## config.mk

```make
export PLATFORM = sky130hd
export DESIGN_NAME = segasys1_sndcmd_rx
export DESIGN_NICKNAME = d
export VERILOG_FILES = /design/src/rtl/segasys1_pkg.sv /design/src/rtl/segasys1_cmdfifo.sv /design/src/rtl/segasys1_sndcmd_rx.sv
export SDC_FILE = /design/constraint.sdc
export NUM_CORES = 1
export LEC_CHECK = 0
export ABC_AREA = 1
export CORE_UTILIZATION = 50
export CTS_BUF_LIST = sky130_fd_sc_hd__clkbuf_16
export DETAILED_ROUTE_END_ITERATION = 12
export PLACE_DENSITY = 0.81
export SYNTH_ARGS = -nofsm -noshare
export SYNTH_HDL_FRONTEND = slang
export SYNTH_SLANG_ARGS = --single-unit
```

## constraint.sdc

```tcl
create_clock -name CLK48M -period 2.7 [get_ports CLK48M]
set_input_delay 0.54 -clock CLK48M [delete_from_list [all_inputs] [get_ports CLK48M]]
set_output_delay 0.54 -clock CLK48M [all_outputs]
set_load 0.1 [all_outputs]
```

## src/rtl/segasys1_pkg.sv

```systemverilog
// Shared definitions for the Sega System 1 sound command path.
package segasys1_pkg;

  localparam int NMI_GAP_DEF    = 16;
  localparam int IRQ_PERIOD_DEF = 200000;

  typedef enum logic [1:0] {
    NMI_ST_IDLE   = 2'd0,
    NMI_ST_ASSERT = 2'd1,
    NMI_ST_GAP    = 2'd2
  } nmi_state_e;

endpackage

```

## src/rtl/segasys1_cmdfifo.sv

```systemverilog
// Small synchronous FIFO holding sound command bytes until the sound CPU reads them.
module segasys1_cmdfifo #(
  parameter int DEPTH_LOG2 = 2
) (
  input  logic                  clk_i,
  input  logic                  rst_i,
  input  logic                  push_i,
  input  logic                  pop_i,
  input  logic [7:0]            data_i,
  output logic [7:0]            head_o,
  output logic [DEPTH_LOG2:0]   count_o,
  output logic                  full_o,
  output logic                  empty_o
);

  localparam int DEPTH = 1 << DEPTH_LOG2;

  logic [7:0]            mem_q [DEPTH];
  logic [DEPTH_LOG2-1:0] wrPtr_q;
  logic [DEPTH_LOG2-1:0] rdPtr_q;
  logic [DEPTH_LOG2:0]   count_q;
  logic                  doPush;
  logic                  doPop;

  assign empty_o = (count_q == '0);
  assign full_o  = (count_q == (DEPTH_LOG2+1)'(DEPTH));
  assign count_o = count_q;
  assign head_o  = mem_q[rdPtr_q];

  // A pop frees the head slot in the same cycle, so a push into a full FIFO is accepted then.
  assign doPop  = pop_i && !empty_o;
  assign doPush = push_i && (!full_o || doPop);

  always_ff @(posedge clk_i or posedge rst_i) begin
    if (rst_i) begin
      wrPtr_q <= '0;
      rdPtr_q <= '0;
      count_q <= '0;
    end else begin
      if (doPush) wrPtr_q <= wrPtr_q + 1'b1;
      if (doPop)  rdPtr_q <= rdPtr_q + 1'b1;
      if (doPush && !doPop)      count_q <= count_q + 1'b1;
      else if (doPop && !doPush) count_q <= count_q - 1'b1;
    end
  end

  always_ff @(posedge clk_i) begin
    if (doPush) mem_q[wrPtr_q] <= data_i;
  end

endmodule

```

## src/rtl/segasys1_sndcmd_rx.sv

```systemverilog
// Sound-side command receiver: request/read edge detection, command FIFO,
// edge-safe NMI generation, periodic sound IRQ and the read-data hold register.
module segasys1_sndcmd_rx
  import segasys1_pkg::*;
#(
  parameter int DEPTH_LOG2 = 2,
  parameter int NMI_GAP    = NMI_GAP_DEF,
  parameter int IRQ_PERIOD = IRQ_PERIOD_DEF
) (
  input  logic       CLK48M,
  input  logic       RESET,
  input  logic       SNDRQ,
  input  logic [7:0] SNDNO,
  input  logic       SCPU_RD,
  input  logic       SCPU_IACK,
  output logic [7:0] SCPU_DO,
  output logic       SNDNMI,
  output logic       SNDIRQ,
  output logic       PENDING,
  output logic       OVF
);

  localparam int GAP_W = (NMI_GAP > 1) ? $clog2(NMI_GAP) : 1;
  localparam int IRQ_W = (IRQ_PERIOD > 1) ? $clog2(IRQ_PERIOD) : 1;

  logic                sndRq_q;
  logic                scpuRd_q;
  logic                iack_q;
  logic                push;
  logic                pop;
  logic                iackRise;

  logic [7:0]          fifoHead;
  logic [DEPTH_LOG2:0] fifoCount;
  logic                fifoFull;
  logic                fifoEmpty;

  logic                pending_q;
  logic                pending_d;
  logic                ovf_q;
  logic [7:0]          last_q;

  nmi_state_e          state_q;
  logic [GAP_W-1:0]    gapCnt_q;
  logic                nmi_q;

  logic [IRQ_W-1:0]    irqCnt_q;
  logic                irqWrap;
  logic                irq_q;

  assign push     = SNDRQ && !sndRq_q;
  assign pop      = !SCPU_RD && scpuRd_q;
  assign iackRise = SCPU_IACK && !iack_q;

  always_ff @(posedge CLK48M or posedge RESET) begin
    if (RESET) begin
      sndRq_q  <= 1'b0;
      scpuRd_q <= 1'b0;
      iack_q   <= 1'b0;
    end else begin
      sndRq_q  <= SNDRQ;
      scpuRd_q <= SCPU_RD;
      iack_q   <= SCPU_IACK;
    end
  end

  segasys1_cmdfifo #(
    .DEPTH_LOG2 (DEPTH_LOG2)
  ) u_fifo (
    .clk_i   (CLK48M),
    .rst_i   (RESET),
    .push_i  (push),
    .pop_i   (pop),
    .data_i  (SNDNO),
    .head_o  (fifoHead),
    .count_o (fifoCount),
    .full_o  (fifoFull),
    .empty_o (fifoEmpty)
  );

  // PENDING rises one cycle after the first entry lands but falls together with the last pop.
  assign pending_d = !fifoEmpty &&
                     !((fifoCount == (DEPTH_LOG2+1)'(1)) && pop && !push);

  always_ff @(posedge CLK48M or posedge RESET) begin
    if (RESET) begin
      pending_q <= 1'b0;
      ovf_q     <= 1'b0;
      last_q    <= 8'h00;
    end else begin
      pending_q <= pending_d;
      if (push && fifoFull && !pop) ovf_q <= 1'b1;
      if (pop && !fifoEmpty)        last_q <= fifoHead;
    end
  end

  // Once NMI drops it stays low for NMI_GAP cycles so the Z80 always sees a fresh falling edge.
  always_ff @(posedge CLK48M or posedge RESET) begin
    if (RESET) begin
      state_q  <= NMI_ST_IDLE;
      gapCnt_q <= '0;
      nmi_q    <= 1'b0;
    end else begin
      unique case (state_q)
        NMI_ST_IDLE: begin
          if (pending_q) begin
            state_q <= NMI_ST_ASSERT;
            nmi_q   <= 1'b1;
          end
        end
        NMI_ST_ASSERT: begin
          if (pop) begin
            state_q  <= NMI_ST_GAP;
            gapCnt_q <= '0;
            nmi_q    <= 1'b0;
          end
        end
        NMI_ST_GAP: begin
          if (gapCnt_q == GAP_W'(NMI_GAP - 1)) begin
            if (!fifoEmpty) begin
              state_q <= NMI_ST_ASSERT;
              nmi_q   <= 1'b1;
            end else begin
              state_q <= NMI_ST_IDLE;
            end
          end else begin
            gapCnt_q <= gapCnt_q + 1'b1;
          end
        end
        default: begin
          state_q <= NMI_ST_IDLE;
          nmi_q   <= 1'b0;
        end
      endcase
    end
  end

  assign irqWrap = (irqCnt_q == IRQ_W'(IRQ_PERIOD - 1));

  always_ff @(posedge CLK48M or posedge RESET) begin
    if (RESET) begin
      irqCnt_q <= '0;
      irq_q    <= 1'b0;
    end else begin
      irqCnt_q <= irqWrap ? '0 : irqCnt_q + 1'b1;
      if (irqWrap)       irq_q <= 1'b1;
      else if (iackRise) irq_q <= 1'b0;
    end
  end

  assign SCPU_DO = fifoEmpty ? last_q : fifoHead;
  assign SNDNMI  = nmi_q;
  assign SNDIRQ  = irq_q;
  assign PENDING = pending_q;
  assign OVF     = ovf_q;

endmodule

```

# Word level (Yosys, flattened, before mapping)
# Memory sizes are Yosys's and may differ from the RTL's.
# Cells that the tools add are included.
# W data, S select, Z words.
dict set report word_totals {
  regBits 46
  mem_bits_rw 32
  inputBits 13
  wordCells 84
  memories 1
}
dict set report classes {
  add_sub_neg 6
  eq_ne 11
  mux 21
  reduce_logical 31
}
# memory words width read_ports rd_ports_with_merged_regs write_ports line
set memory_table {}
lappend memory_table {u_fifo.mem_q 4 8 1 0 1 segasys1_cmdfifo.sv:18} ;# logic [7:0] mem_q [DEPTH];
# cell count
set ops {}
lappend ops {{$add A18 B1 Y18 const B} 1}
lappend ops {{$eq A18 B18 Y1 const B} 1}
lappend ops {{$mux W18} 1}
lappend ops {{$logic_and A1 B1 Y1} 12}
lappend ops {{$logic_not A1 Y1} 10}
lappend ops {{$ne A2 B2 Y1 const B} 5}
lappend ops {{$mux W1} 9}
lappend ops {{$mux W4} 2}
lappend ops {{$mux W8} 1}
lappend ops {{$pmux W4 S2} 1}
lappend ops {{$mux W2} 3}
lappend ops {{$mux W3} 2}
lappend ops {{$pmux W2 S3} 1}
lappend ops {{$reduce_and A3 Y1} 2}
lappend ops {{$reduce_bool A2 Y1} 3}
lappend ops {{$add A2 B1 Y2 const B} 2}
lappend ops {{$add A4 B1 Y4 const B} 1}
lappend ops {{$eq A4 B4 Y1 const B} 1}
lappend ops {{$reduce_and A4 Y1} 1}
lappend ops {{$add A3 B1 Y3 const B} 1}
lappend ops {{$eq A3 B1 Y1 const B} 1}
lappend ops {{$eq A3 B3 Y1 const B} 1}
lappend ops {{$logic_not A3 Y1} 1}
lappend ops {{$pmux W1 S3} 1}
lappend ops {{5 further kinds} 5}

# Logic depth before layout (Yosys ltp)
dict set report depth {
  ltp_word 9
  ltp_mapped 13
}

# Cells and area by module
# From an unflattened synthesis, not the netlist that was laid out.
dict set report hier_totals {
  hier_cells 391
  area_unflattened_um2 3757.4
}
# mod n_inst cells_each area_per_inst_um2 seq_area_each_um2
set by_module_without_submodules {}
lappend by_module_without_submodules {segasys1_sndcmd_rx 1 243 2049.5 975.9}
lappend by_module_without_submodules {segasys1_cmdfifo 1 148 1707.9 1136.1}

# Worst setup path after synthesis
# Ideal clock, no wire load.
dict set report synth_path {
  path_kind {register -> output}
  start {register u_fifo.count_q[0], in the netlist u_fifo.count_o[0]}
  end {output port SCPU_DO[5]}
  arrival_time_ns 3.162
  required_time_ns 2.160
  path_slack_ns -1.002
  path_stages_with_launch 7
  n_path_buf 1
  cell_sequence {dfrtp_1 -> inv_1 -> ha_1 -> nand2_2 -> inv_1 -> buf_2 -> o21ai_0}
}
dict set report synth_via {
  elab_chain_cells 2
}
# element line
set synth_lines {}
lappend synth_lines {{start: declaration} segasys1_cmdfifo.sv:21} ;# logic [DEPTH_LOG2:0] count_q;
lappend synth_lines {{start signal: assignment} segasys1_cmdfifo.sv:42} ;# if (doPush && !doPop) count_q <= count_q + 1'b1;
lappend synth_lines {{start signal: assignment} segasys1_cmdfifo.sv:43} ;# else if (doPop && !doPush) count_q <= count_q - 1'b1;
lappend synth_lines {{$logic_not A3 Y1} segasys1_cmdfifo.sv:25} ;# assign empty_o = (count_q == '0);
lappend synth_lines {{$mux W8} segasys1_sndcmd_rx.sv:151} ;# assign SCPU_DO = fifoEmpty ? last_q : fifoHead;
lappend synth_lines {{end: declaration} segasys1_sndcmd_rx.sv:16} ;# output logic [7:0] SCPU_DO,
# No other way between the ends.

# Final worst setup path
dict set report layout_path {
  start {register u_fifo.count_q[0], in the netlist u_fifo.count_o[0]}
  end {output port SCPU_DO[0]}
}
# The elaborated chain is that of the path after synthesis.

==> results.py <==
metrics = {
    "outcome": {
        "status": "complete, no violations",
    },
    "setup_path": {
        "path_class": "register to primary output",
        "cp_slowest_cell": "dfrtp_1",
        "worstPathArrival_ns": 2.01,
        "worst_path_largest_cell_delay_ns": 0.41,
        "crit_required_ns": 2.16,
        "cp-end-kind": "primary output",
        "crit_family": "buffers and inverters",
        "critPathBufInv": 4,
        "critPathLaunchType": "register",
        "crit_chain": "inv_1 -> ha_1 -> nand2_2 -> clkinvlp_4 -> buf_12 -> o21ai_1 -> buf_12",
        "path_max_fanout": 17,
        "critPathMostFrequentCell": "buf_12",
    },
    "finish": {
        "fin_area_um2": 4350,
        "diodes": 0,
        "mostFrequentLayoutCell": "nand2_1",
        "final_layout_size_suffix_gt1_frac": 0.132,
        "syn_to_final_growth_pct": 22.8,
        "mostFrequentLayoutCells": "nand2_1, dfrtp_1, nor2_1, inv_1, edfxtp_1",
        "nets": 427,
    },
    "synth": {
        "netlist_instances": 366,
        "avgSynthCellArea_um2": 9.67,
        "yosys_most_used_dff": "dfrtp_1",
        "ys_warn_count": 0,
        "ys_ff_latch": 78,
        "async_reset_ff_frac": 0.590,
        "synth_seq_area_share": 0.597,
        "syn_area_um2": 3540,
        "synth-edff-count": 32,
        "synth_cell_types": 26,
        "syn_nets": 390,
    },
    "sta": {
        "hold_viol": 0,
        "finClkSkew_ns": 0.00702,
        "worst_pin_slew_ns": 0.749,
        "slew_violations": 0,
        "fmax_ghz": 0.392,
        "timing.final.crit_share": 0.944,
        "setup_viol_count_final": 0,
        "post-route-min-period_ns": 2.55,
        "slew_headroom": 0.500,
        "rsz0062_at_grt": "no",
    },
    "drt": {
        "vias": 2465,
        "drtIter0Drc": 192,
        "routed_wl_mm": 6.55,
        "dr.pass1.iters": 4,
        "avgRoutedWirePerCell_um": 13.0,
        "route.detailed.drc": 0,
        "postRouteAntennaNets": 0,
        "via_per_inst": 4.89,
    },
    "die": {
        "die_x_um": 86.1,
        "die_y_um": 86.1,
        "pin_count": 25,
        "die-area_um2": 7420,
        "num_rows": 30,
        "fp.coreArea_um2": 6830,
        "initial_core_util": 0.518,
    },
    "clock_tree": {
        "clock_latency_ns": 0.33,
        "hold_buffers": 0,
        "cts_buffers": 9,
        "clk_pin_slew_ns": 0.06,
        "htree_levels": 3,
        "root_buffer": "clkbuf_16",
        "cts_tree": "done",
        "clock-sinks": 78,
        "max-clock-path-buffers": 2,
    },
    "global_route": {
        "grt_use_total": 0.200,
        "grt_max_degree": 37,
        "first_global_vias": 2424,
        "grt_first_pass_wirelength_mm": 11.2,
        "grt.overflow.total": 0,
        "antenna_found_initial": 0,
    },
    "power_and_ir_drop": {
        "ir_drop_mv": 0.892,
        "leakagePower_nw": 1.97,
        "powerDensity_nw_per_um2": 1250,
        "fin_total_pwr_mw": 5.44,
    },
    "min_path": {
        "hp-class": "register to register",
    },
    "place": {
        "hpwl_mm": 4.40,
        "postPlaceCellArea_um2": 3980,
        "place_congestion": 0.818,
        "port-buffer-count": 24,
    },
    "job": {
        "maxCapViolCount": 0,
    },
}
==> worst paths after layout <==
| check | startpoint | to | slack [ns] | depth (start not counted) |
|---|---|---|---|---|
| max | u_fifo.count_o[0] | SCPU_DO[0] | 0.15 | 7 |
| min | SNDNMI | SNDNMI | 0.48 | 2 |
| max reg2reg | u_fifo.count_o[0] | u_fifo.count_o[2] | 0.48 | 12 |
| min reg2reg | SNDNMI | SNDNMI | 0.48 | 2 |
| max in group asynchronous | RESET | SNDIRQ | 1.44 | 3 |
| min in group asynchronous | RESET | gapCnt_q[2] | 0.67 | 2 |
==> timing repair <==
| item | in CTS | in global routing |
|---|---|---|
| buffers inserted | 0 | 1 |
| resized for setup | 0 | 1 |
| setup endpoints to repair | 0 | 5 |
==> metal layers <==
metal / share of wire / track usage / vias up
met3: 0.050 / 0.0577 / 9
met4: 0.014 / 0.0742 / 0
met2: 0.48 / 0.312 / 59
met1: 0.46 / 0.267 / 1144
li1: - / - / 1253
met5: 0 / 0 / -
==> worst register-to-register path: stages, from the launching register on <==
cell,delay [ns]
dfrtp_1,0.42
inv_1,0.11
ha_1,0.19
nand2_2,0.12
nand2_4,0.19
nand3_1,0.15
nand2_2,0.15
inv_2,0.06
ha_1,0.33
nor2_1,0.11
o21ai_0,0.10
xor2_1,0.13
inv_1,0.05
==> flip-flops by register name, summed over array words and instances, names as in the netlist <==
register and cells:
PENDING 1, last_q 8, u_fifo.count_o 3, gapCnt_q 4, u_fifo.mem_q 32, OVF 1
scpuRd_q 1, iack_q 1, SNDIRQ 1, u_fifo.wrPtr_q 2, irqCnt_q 18, SNDNMI 1
state_q 2, u_fifo.rdPtr_q 2, sndRq_q 1
==> cell usage after synthesis (2+ instances only) <==
library cell,n,share of area
inv_1,34,0.036
o21ai_0,23,0.033
dfrtp_1,46,0.33
edfxtp_1,32,0.27
nor2_2,4,0.0071
nand2_1,100,0.11
nand4_1,2,0.0035
buf_2,4,0.0057
ha_1,11,0.039
nor2_4,2,0.0064
nor2_1,35,0.037
a21oi_1,9,0.013
nand2_2,5,0.0088
inv_2,3,0.0032
nand3_1,31,0.044
xnor2_1,5,0.012
xor2_1,11,0.027
==> where the power goes <==
part,internal [mW],switching [mW],leakage [nW]
logic,0.780,1.69,0.934
registers,1.45,0.158,0.871
clock network,0.897,0.470,0.163
==> cell families after synthesis <==
kind of cell    Yosys count  synth area share
simple gates            184             0.226
flops                    78             0.597
xor+xnor                 16            0.0396
buf+inv                  43            0.0502
fa+ha+maj                11            0.0389
compound gates           34            0.0488
==> cell type report <==
type	count	area, um^2
repair buffers	32	383
flip-flops and latches	78	2110
inverters	37	143
clock inverters	7	114
fillers	553	2490
well taps	96	120
multi-input cells	245	1250
clock buffers	9	225
==> through the flow <==
stage / hold WS (ns) / setup slack, ns / util / instances / setup TNS [ns]
after floorplan: 0.451 / -0.261 / - / 366 / -1.07
after global placement: 0.460 / 0.262 / 0.583 / 487 / 0
after detailed placement: 0.472 / 0.216 / 0.583 / 487 / 0
after CTS: 0.481 / 0.0529 / 0.633 / 503 / 0
after global routing: 0.497 / 0.0778 / 0.636 / 504 / 0
final: 0.478 / 0.152 / 0.636 / 504 / 0
No activity file was read; power rests on OpenSTA's default activity.
